File: config.mk
export PLATFORM = sky130hd
export DESIGN_NAME = drum_mul_scheduler_flat
export DESIGN_NICKNAME = d
export VERILOG_FILES = /design/src/rtl/drum_mul_if.sv /design/src/rtl/drum_mul_scheduler.sv /design/src/flat_wrapper.sv
export SDC_FILE = /design/constraint.sdc
export NUM_CORES = 1
export LEC_CHECK = 0
export ABC_AREA = 1
export BUFFER_PORTS_ARGS = -buffer_cell sky130_fd_sc_hd__buf_4
export CAP_MARGIN = 40
export CORE_MARGIN = 4
export CORE_UTILIZATION = 53
export CTS_CLUSTER_SIZE = 24
export DETAILED_ROUTE_END_ITERATION = 12
export GPL_TIMING_DRIVEN = 0
export HOLD_SLACK_MARGIN = 0.02
export PLACE_DENSITY = 0.82
export SETUP_SLACK_MARGIN = 0.5
export SLEW_MARGIN = 20
export SYNTH_ARGS = -nofsm -noshare
export SYNTH_HDL_FRONTEND = slang
export SYNTH_SLANG_ARGS = --single-unit
export TNS_END_PERCENT = 100
File: constraint.sdc
create_clock -name clk -period 5.5 [get_ports clk]
set_clock_uncertainty 0.15 [all_clocks]
set_input_delay 0.825 -clock clk [delete_from_list [all_inputs] [get_ports clk]]
set_output_delay 0.825 -clock clk [all_outputs]
set_load 0.02 [all_outputs]
File: src/rtl/drum_mul_if.sv
// drum_mul_if: request/response bus between four requesters and drum_mul_scheduler
interface drum_mul_if;
  logic [3:0] req_valid;
  logic [63:0] req_a;
  logic [63:0] req_b;
  logic [3:0] req_ready;
  logic resp_valid;
  logic resp_ready;
  logic [1:0] resp_id;
  logic [31:0] resp_r;
  logic [1:0] inflight;
  modport master (
    output req_valid, req_a, req_b, resp_ready,
    input req_ready, resp_valid, resp_id, resp_r, inflight
  );
  modport slave (
    input req_valid, req_a, req_b, resp_ready,
    output req_ready, resp_valid, resp_id, resp_r, inflight
  );
endinterface

File: src/rtl/drum_mul_scheduler.sv
// drum_mul_scheduler: round-robin share of one two-stage DRUM5 16x16 approximate multiplier
module drum_mul_scheduler (
  input logic clk,
  input logic rst,
  drum_mul_if.slave bus
);
  // returns {shift[3:0], mm[4:0]}; mm keeps the leading one, three bits below it and a forced 1
  function automatic logic [8:0] drum(input logic [15:0] x);
    logic [3:0] k;
    logic [3:0] sh;
    logic [15:0] t;
    k = '0;
    for (int i = 0; i < 16; i++) if (x[i]) k = 4'(i);
    sh = k > 4'd4 ? k - 4'd4 : 4'd0;
    t = x >> sh;
    return {sh, k > 4'd4 ? {t[4:1], 1'b1} : t[4:0]};
  endfunction
  logic [1:0] last;
  logic [1:0] gnt;
  logic found;
  logic stall;
  logic acc;
  logic [8:0] da;
  logic [8:0] db;
  logic s1_v;
  logic s2_v;
  logic [4:0] s1_ma;
  logic [4:0] s1_mb;
  logic [4:0] s1_sh;
  logic [1:0] s1_id;
  logic [9:0] prod;
  logic [1:0] r_id;
  logic [31:0] r_val;
  always_comb begin
    found = 1'b0;
    gnt = '0;
    for (int j = 1; j <= 4; j++)
      if (!found && bus.req_valid[2'(last + 2'(j))]) begin
        found = 1'b1;
        gnt = 2'(last + 2'(j));
      end
  end
  assign stall = s2_v && !bus.resp_ready;
  assign acc = found && !stall && !rst;
  assign bus.req_ready = acc ? 4'b1 << gnt : 4'b0;
  assign da = drum(bus.req_a[16*gnt +: 16]);
  assign db = drum(bus.req_b[16*gnt +: 16]);
  assign prod = {5'b0, s1_ma} * {5'b0, s1_mb};
  always_ff @(posedge clk) begin
    if (rst) begin
      s1_v <= 1'b0;
      s2_v <= 1'b0;
      r_id <= '0;
      r_val <= '0;
      last <= 2'd3;
    end else if (!stall) begin
      s1_v <= acc;
      s2_v <= s1_v;
      if (acc) begin
        last <= gnt;
        s1_ma <= da[4:0];
        s1_mb <= db[4:0];
        s1_sh <= {1'b0, da[8:5]} + {1'b0, db[8:5]};
        s1_id <= gnt;
      end
      if (s1_v) begin
        r_id <= s1_id;
        r_val <= {22'b0, prod} << s1_sh;
      end
    end
  end
  assign bus.resp_valid = s2_v;
  assign bus.resp_id = r_id;
  assign bus.resp_r = r_val;
  assign bus.inflight = {1'b0, s1_v} + {1'b0, s2_v};
endmodule

File: src/flat_wrapper.sv
// flat-port wrapper written by rule: the top's interface ports become plain ports
module drum_mul_scheduler_flat 
  (clk, rst, bus_req_valid, bus_req_a, bus_req_b, bus_resp_ready, bus_req_ready, bus_resp_valid, bus_resp_id, bus_resp_r, bus_inflight);
  drum_mul_if bus_i ();
  input logic clk;
  input logic rst;
  input wire logic [$bits(bus_i.req_valid)-1:0] bus_req_valid;
  input wire logic [$bits(bus_i.req_a)-1:0] bus_req_a;
  input wire logic [$bits(bus_i.req_b)-1:0] bus_req_b;
  input wire logic [$bits(bus_i.resp_ready)-1:0] bus_resp_ready;
  output wire logic [$bits(bus_i.req_ready)-1:0] bus_req_ready;
  output wire logic [$bits(bus_i.resp_valid)-1:0] bus_resp_valid;
  output wire logic [$bits(bus_i.resp_id)-1:0] bus_resp_id;
  output wire logic [$bits(bus_i.resp_r)-1:0] bus_resp_r;
  output wire logic [$bits(bus_i.inflight)-1:0] bus_inflight;
  assign bus_i.req_valid = bus_req_valid;
  assign bus_i.req_a = bus_req_a;
  assign bus_i.req_b = bus_req_b;
  assign bus_i.resp_ready = bus_resp_ready;
  assign bus_req_ready = bus_i.req_ready;
  assign bus_resp_valid = bus_i.resp_valid;
  assign bus_resp_id = bus_i.resp_id;
  assign bus_resp_r = bus_i.resp_r;
  assign bus_inflight = bus_i.inflight;
  drum_mul_scheduler u_core (.clk(clk), .rst(rst), .bus(bus_i));
endmodule
==> impl_metrics.sql <==
INSERT INTO impl_metrics (metric_group, metric, value, unit) VALUES
('run_status', 'status', 'complete, no violations', ''),
('yosys', 'post_synth_num_cell_types', '50', ''),
('global_route', 'grt_antenna_before_repair', '0', ''),
('yosys', 'synth.cells.most_frequent', 'sky130_fd_sc_hd__nand2_1 (331), sky130_fd_sc_hd__inv_1 (98), sky130_fd_sc_hd__nand3_1 (68)', ''),
('sta', 'hold_slack', '0.322', 'ns'),
('final_layout', 'multi_input_area', '3700', 'um2'),
('yosys', 'synth-edff-count', '17', ''),
('clock_tree', 'clock_latency', '0.30', 'ns'),
('final_layout', 'sequential_cell_area', '1270', 'um2'),
('clock_tree', 'ctsLongestPathBuffers', '2', ''),
('yosys', 'ys_ff_latch', '55', ''),
('route', 'remaining_drc_errors', '0', ''),
('global_route', 'grt_pass1_vias', '6066', ''),
('yosys', 'netlist_area', '5610', 'um2'),
('global_route', 'grtUsageTotal', '26.8', '%'),
('placement', 'post_dp_cell_area', '7100', 'um2'),
('sta', 'grt_setup_unrepaired', 'false', ''),
('flow_run', 'maxCapViolations', '0', ''),
('critical_path', 'critical_path.max_fanout', '5', ''),
('critical_path', 'worst-endpoint-arrival', '4.74', 'ns'),
('critical_path', 'r2r_slack', '0.83', 'ns'),
('placement', 'placement.setup.worst_slack', '0.688', 'ns'),
('route', 'postRouteWirelength', '16.7', 'mm'),
('route', 'post_drt_via_cell_ratio', '5.22', ''),
('clock_tree', 'htree_num_levels', '2', ''),
('die', 'rows', '37', ''),
('yosys', 'synthTopCellsByArea', 'sky130_fd_sc_hd__nand2_1 (22%), sky130_fd_sc_hd__dfxtp_1 (14%), sky130_fd_sc_hd__edfxtp_1 (9.1%)', ''),
('route', 'vias', '6382', ''),
('critical_path', 'critPathRequiredTime', '5.56', 'ns'),
('die', 'die_area', '12300', 'um2'),
('clock_tree', 'numClockSinks', '55', ''),
('global_route', 'global_route_wire_length_before_repair', '28.0', 'mm'),
('placement', 'port_buffers', '175', ''),
('placement', 'place_congestion', '0.972', ''),
('final_layout', 'layout-drive-gt1-share', '23.7', '%'),
('sta', 'report.final.hold_viol_count', '0', ''),
('clock_tree', 'clock_tree.root_cell', 'sky130_fd_sc_hd__clkbuf_8', ''),
('sta', 'finalWorstSetupSlack', '0.826', 'ns'),
('yosys', 'yosys_most_used_dff', 'sky130_fd_sc_hd__dfxtp_1', ''),
('global_route', 'grt_max_degree', '20', ''),
('worst_hold_path', 'hp-start', 'u_core.bus.resp_r[6]$_SDFFE_PP0P_', ''),
('final_layout', 'antennaDiodeCount', '0', ''),
('yosys', 'fraction_of_the_yosys_area_taken_by_sequential_cells', '22.6', '%'),
('yosys', 'synth.largest_area_cell', 'sky130_fd_sc_hd__nand2_1', ''),
('worst_hold_path', 'hold_path.class', 'register to register', ''),
('route', 'wl_cell', '13.6', 'um'),
('yosys', 'postSynthCellCount', '896', ''),
('final_layout', 'layout.cell_area.non_filler', '7250', 'um2'),
('yosys', 'synth_warnings', '0', ''),
('yosys', 'syn-num-nets', '1064', ''),
('critical_path', 'reg2reg_to', 'u_core.bus.resp_r[21]$_SDFFE_PP0P_', ''),
('route', 'drtPass1Iterations', '5', ''),
('critical_path', 'setup.worst_path.end_class', 'register', ''),
('sta', 'timing_max_transition_violations_final', '0', ''),
('sta', 'worst_slew_margin_rel', '54.8', '%'),
('die', 'core', '10300', 'um2'),
('worst_hold_path', 'min_delay_path_depth', '2', ''),
('die', 'floorplan.initialDensity', '54.4', '%'),
('final_layout', 'fin_nets', '1254', ''),
('clock_tree', 'clock_tree_from_tritoncts', 'yes', ''),
('global_route', 'grt.overflow.total', '0', ''),
('sta', 'min_period', '4.67', 'ns'),
('die', 'die-width', '111', 'um'),
('clock_tree', 'numCtsBuffers', '5', ''),
('yosys', 'yosysMostFrequentCell', 'sky130_fd_sc_hd__nand2_1', ''),
('worst_hold_path', 'worst_hold_path.endpoint', 'u_core.bus.resp_r[6]$_SDFFE_PP0P_', ''),
('sta', 'fin_crit_sh', '85.0', '%'),
('placement', 'dp_hpwl', '14.1', 'mm'),
('yosys', 'synth_top_area_share', '22.1', '%'),
('critical_path', 'ff2ff_path_depth', '21', ''),
('die', 'die_height', '111', 'um');
## sequential cells by signal, indices dropped and copies added, names as in the netlist
signal,count
u_core.bus.resp_id,2
u_core.bus.resp_r,32
u_core.bus.resp_valid,1
u_core.last,2
u_core.s1_id,2
u_core.s1_ma,5
u_core.s1_mb,5
u_core.s1_sh,5
u_core.s1_v,1
## worst max-delay path, stage by stage, from the launching register on
cell	delay (ns)
sky130_fd_sc_hd__edfxtp_1	0.47
sky130_fd_sc_hd__nand2_1	0.13
sky130_fd_sc_hd__fa_1	0.45
sky130_fd_sc_hd__fa_1	0.51
sky130_fd_sc_hd__fa_1	0.54
sky130_fd_sc_hd__inv_1	0.05
sky130_fd_sc_hd__ha_1	0.34
sky130_fd_sc_hd__nand3_1	0.11
sky130_fd_sc_hd__nand2_1	0.11
sky130_fd_sc_hd__a21oi_1	0.08
sky130_fd_sc_hd__o21ai_1	0.20
sky130_fd_sc_hd__a21oi_1	0.09
sky130_fd_sc_hd__o21bai_1	0.16
sky130_fd_sc_hd__xor2_1	0.24
sky130_fd_sc_hd__mux2i_1	0.10
sky130_fd_sc_hd__inv_1	0.09
sky130_fd_sc_hd__nand2_1	0.05
sky130_fd_sc_hd__o21ai_0	0.13
sky130_fd_sc_hd__nor2_1	0.10
sky130_fd_sc_hd__a221o_1	0.34
sky130_fd_sc_hd__o211ai_1	0.09
sky130_fd_sc_hd__inv_1	0.05
## layout by cell type (no fill, tap or decap), drive strengths merged, types with 13 or more instances in the layout
cell | Yosys | layout
nor2 | 65 | 65
inv | 112 | 114
edfxtp | 17 | 17
a22oi | 13 | 13
clkbuf | 16 | 22
o21ai | 52 | 52
buf | 16 | 199
nand2 | 347 | 347
ha | 23 | 23
dfxtp | 38 | 38
nand3 | 70 | 70
a21oi | 46 | 46
## cell type report
cell class / count / share of cell area [%]
Clock buffer: 6 / 1.00
Inverter: 117 / 6.09
Tap cell: 136 / 2.35
Sequential cell: 55 / 17.5
Clock inverter: 2 / 0.207
Timing Repair Buffer: 183 / 18.9
Buffer: 32 / 2.86
Multi-Input combinational cell: 692 / 51.0
## stage by stage
stage	cells	utilization, %
floorplan	896	-
global placement	1207	68.7
detailed placement	1207	68.7
CTS	1215	69.6
global route	1223	70.2
finish	1223	70.2
## metal layers
metal,track usage [%],share of wire [%],vias to the layer above
met5,0,0,-
met4,9.93,3.7,0
met3,3.77,7.3,42
met2,46.2,48,252
met1,33.8,41,2807
li1,-,-,3281
## worst max path at each step
stage                                        from                                 end  slack (ns)  depth (start not counted)
CTS                 u_core.s1_ma[0]$_SDFFCE_PN1P_  u_core.bus.resp_r[26]$_SDFFE_PP0P_        0.70                         20
global placement                 bus_req_valid[3]           u_core.s1_sh[2]$_DFFE_PP_        0.72                         32
global route            u_core.s1_ma[1]$_DFFE_PP_  u_core.bus.resp_r[21]$_SDFFE_PP0P_        0.48                         21
floorplan           u_core.s1_ma[0]$_SDFFCE_PN1P_  u_core.bus.resp_r[21]$_SDFFE_PP0P_        1.20                         21
detailed placement  u_core.s1_ma[0]$_SDFFCE_PN1P_  u_core.bus.resp_r[26]$_SDFFE_PP0P_        0.69                         20
finish                  u_core.s1_ma[1]$_DFFE_PP_  u_core.bus.resp_r[21]$_SDFFE_PP0P_        0.83                         21
## kinds of logic (layout without fill, tap and decap cells)
family / after synthesis / after routing / synth area share, %
adders and majority gates: 33 / 33 / 8.69
DFF: 55 / 55 / 22.6
buffers and inverters: 149 / 340 / 11.6
AOI/OAI and AO/OA: 143 / 143 / 15.5
xor gates and xnor gates: 8 / 8 / 1.25
and+or+nand+nor: 501 / 501 / 39.1
muxes: 7 / 7 / 1.25
## what timing repair did
action                                  CTS  global route
gates resized for setup                   0             7
setup buffers                             0             8
hold buffers                              0             0
endpoints found under the setup margin    0            21
Power is left out: the tool's default activity adds up to more than one toggle a clock period on the data nets, which glitch-free logic cannot reach.
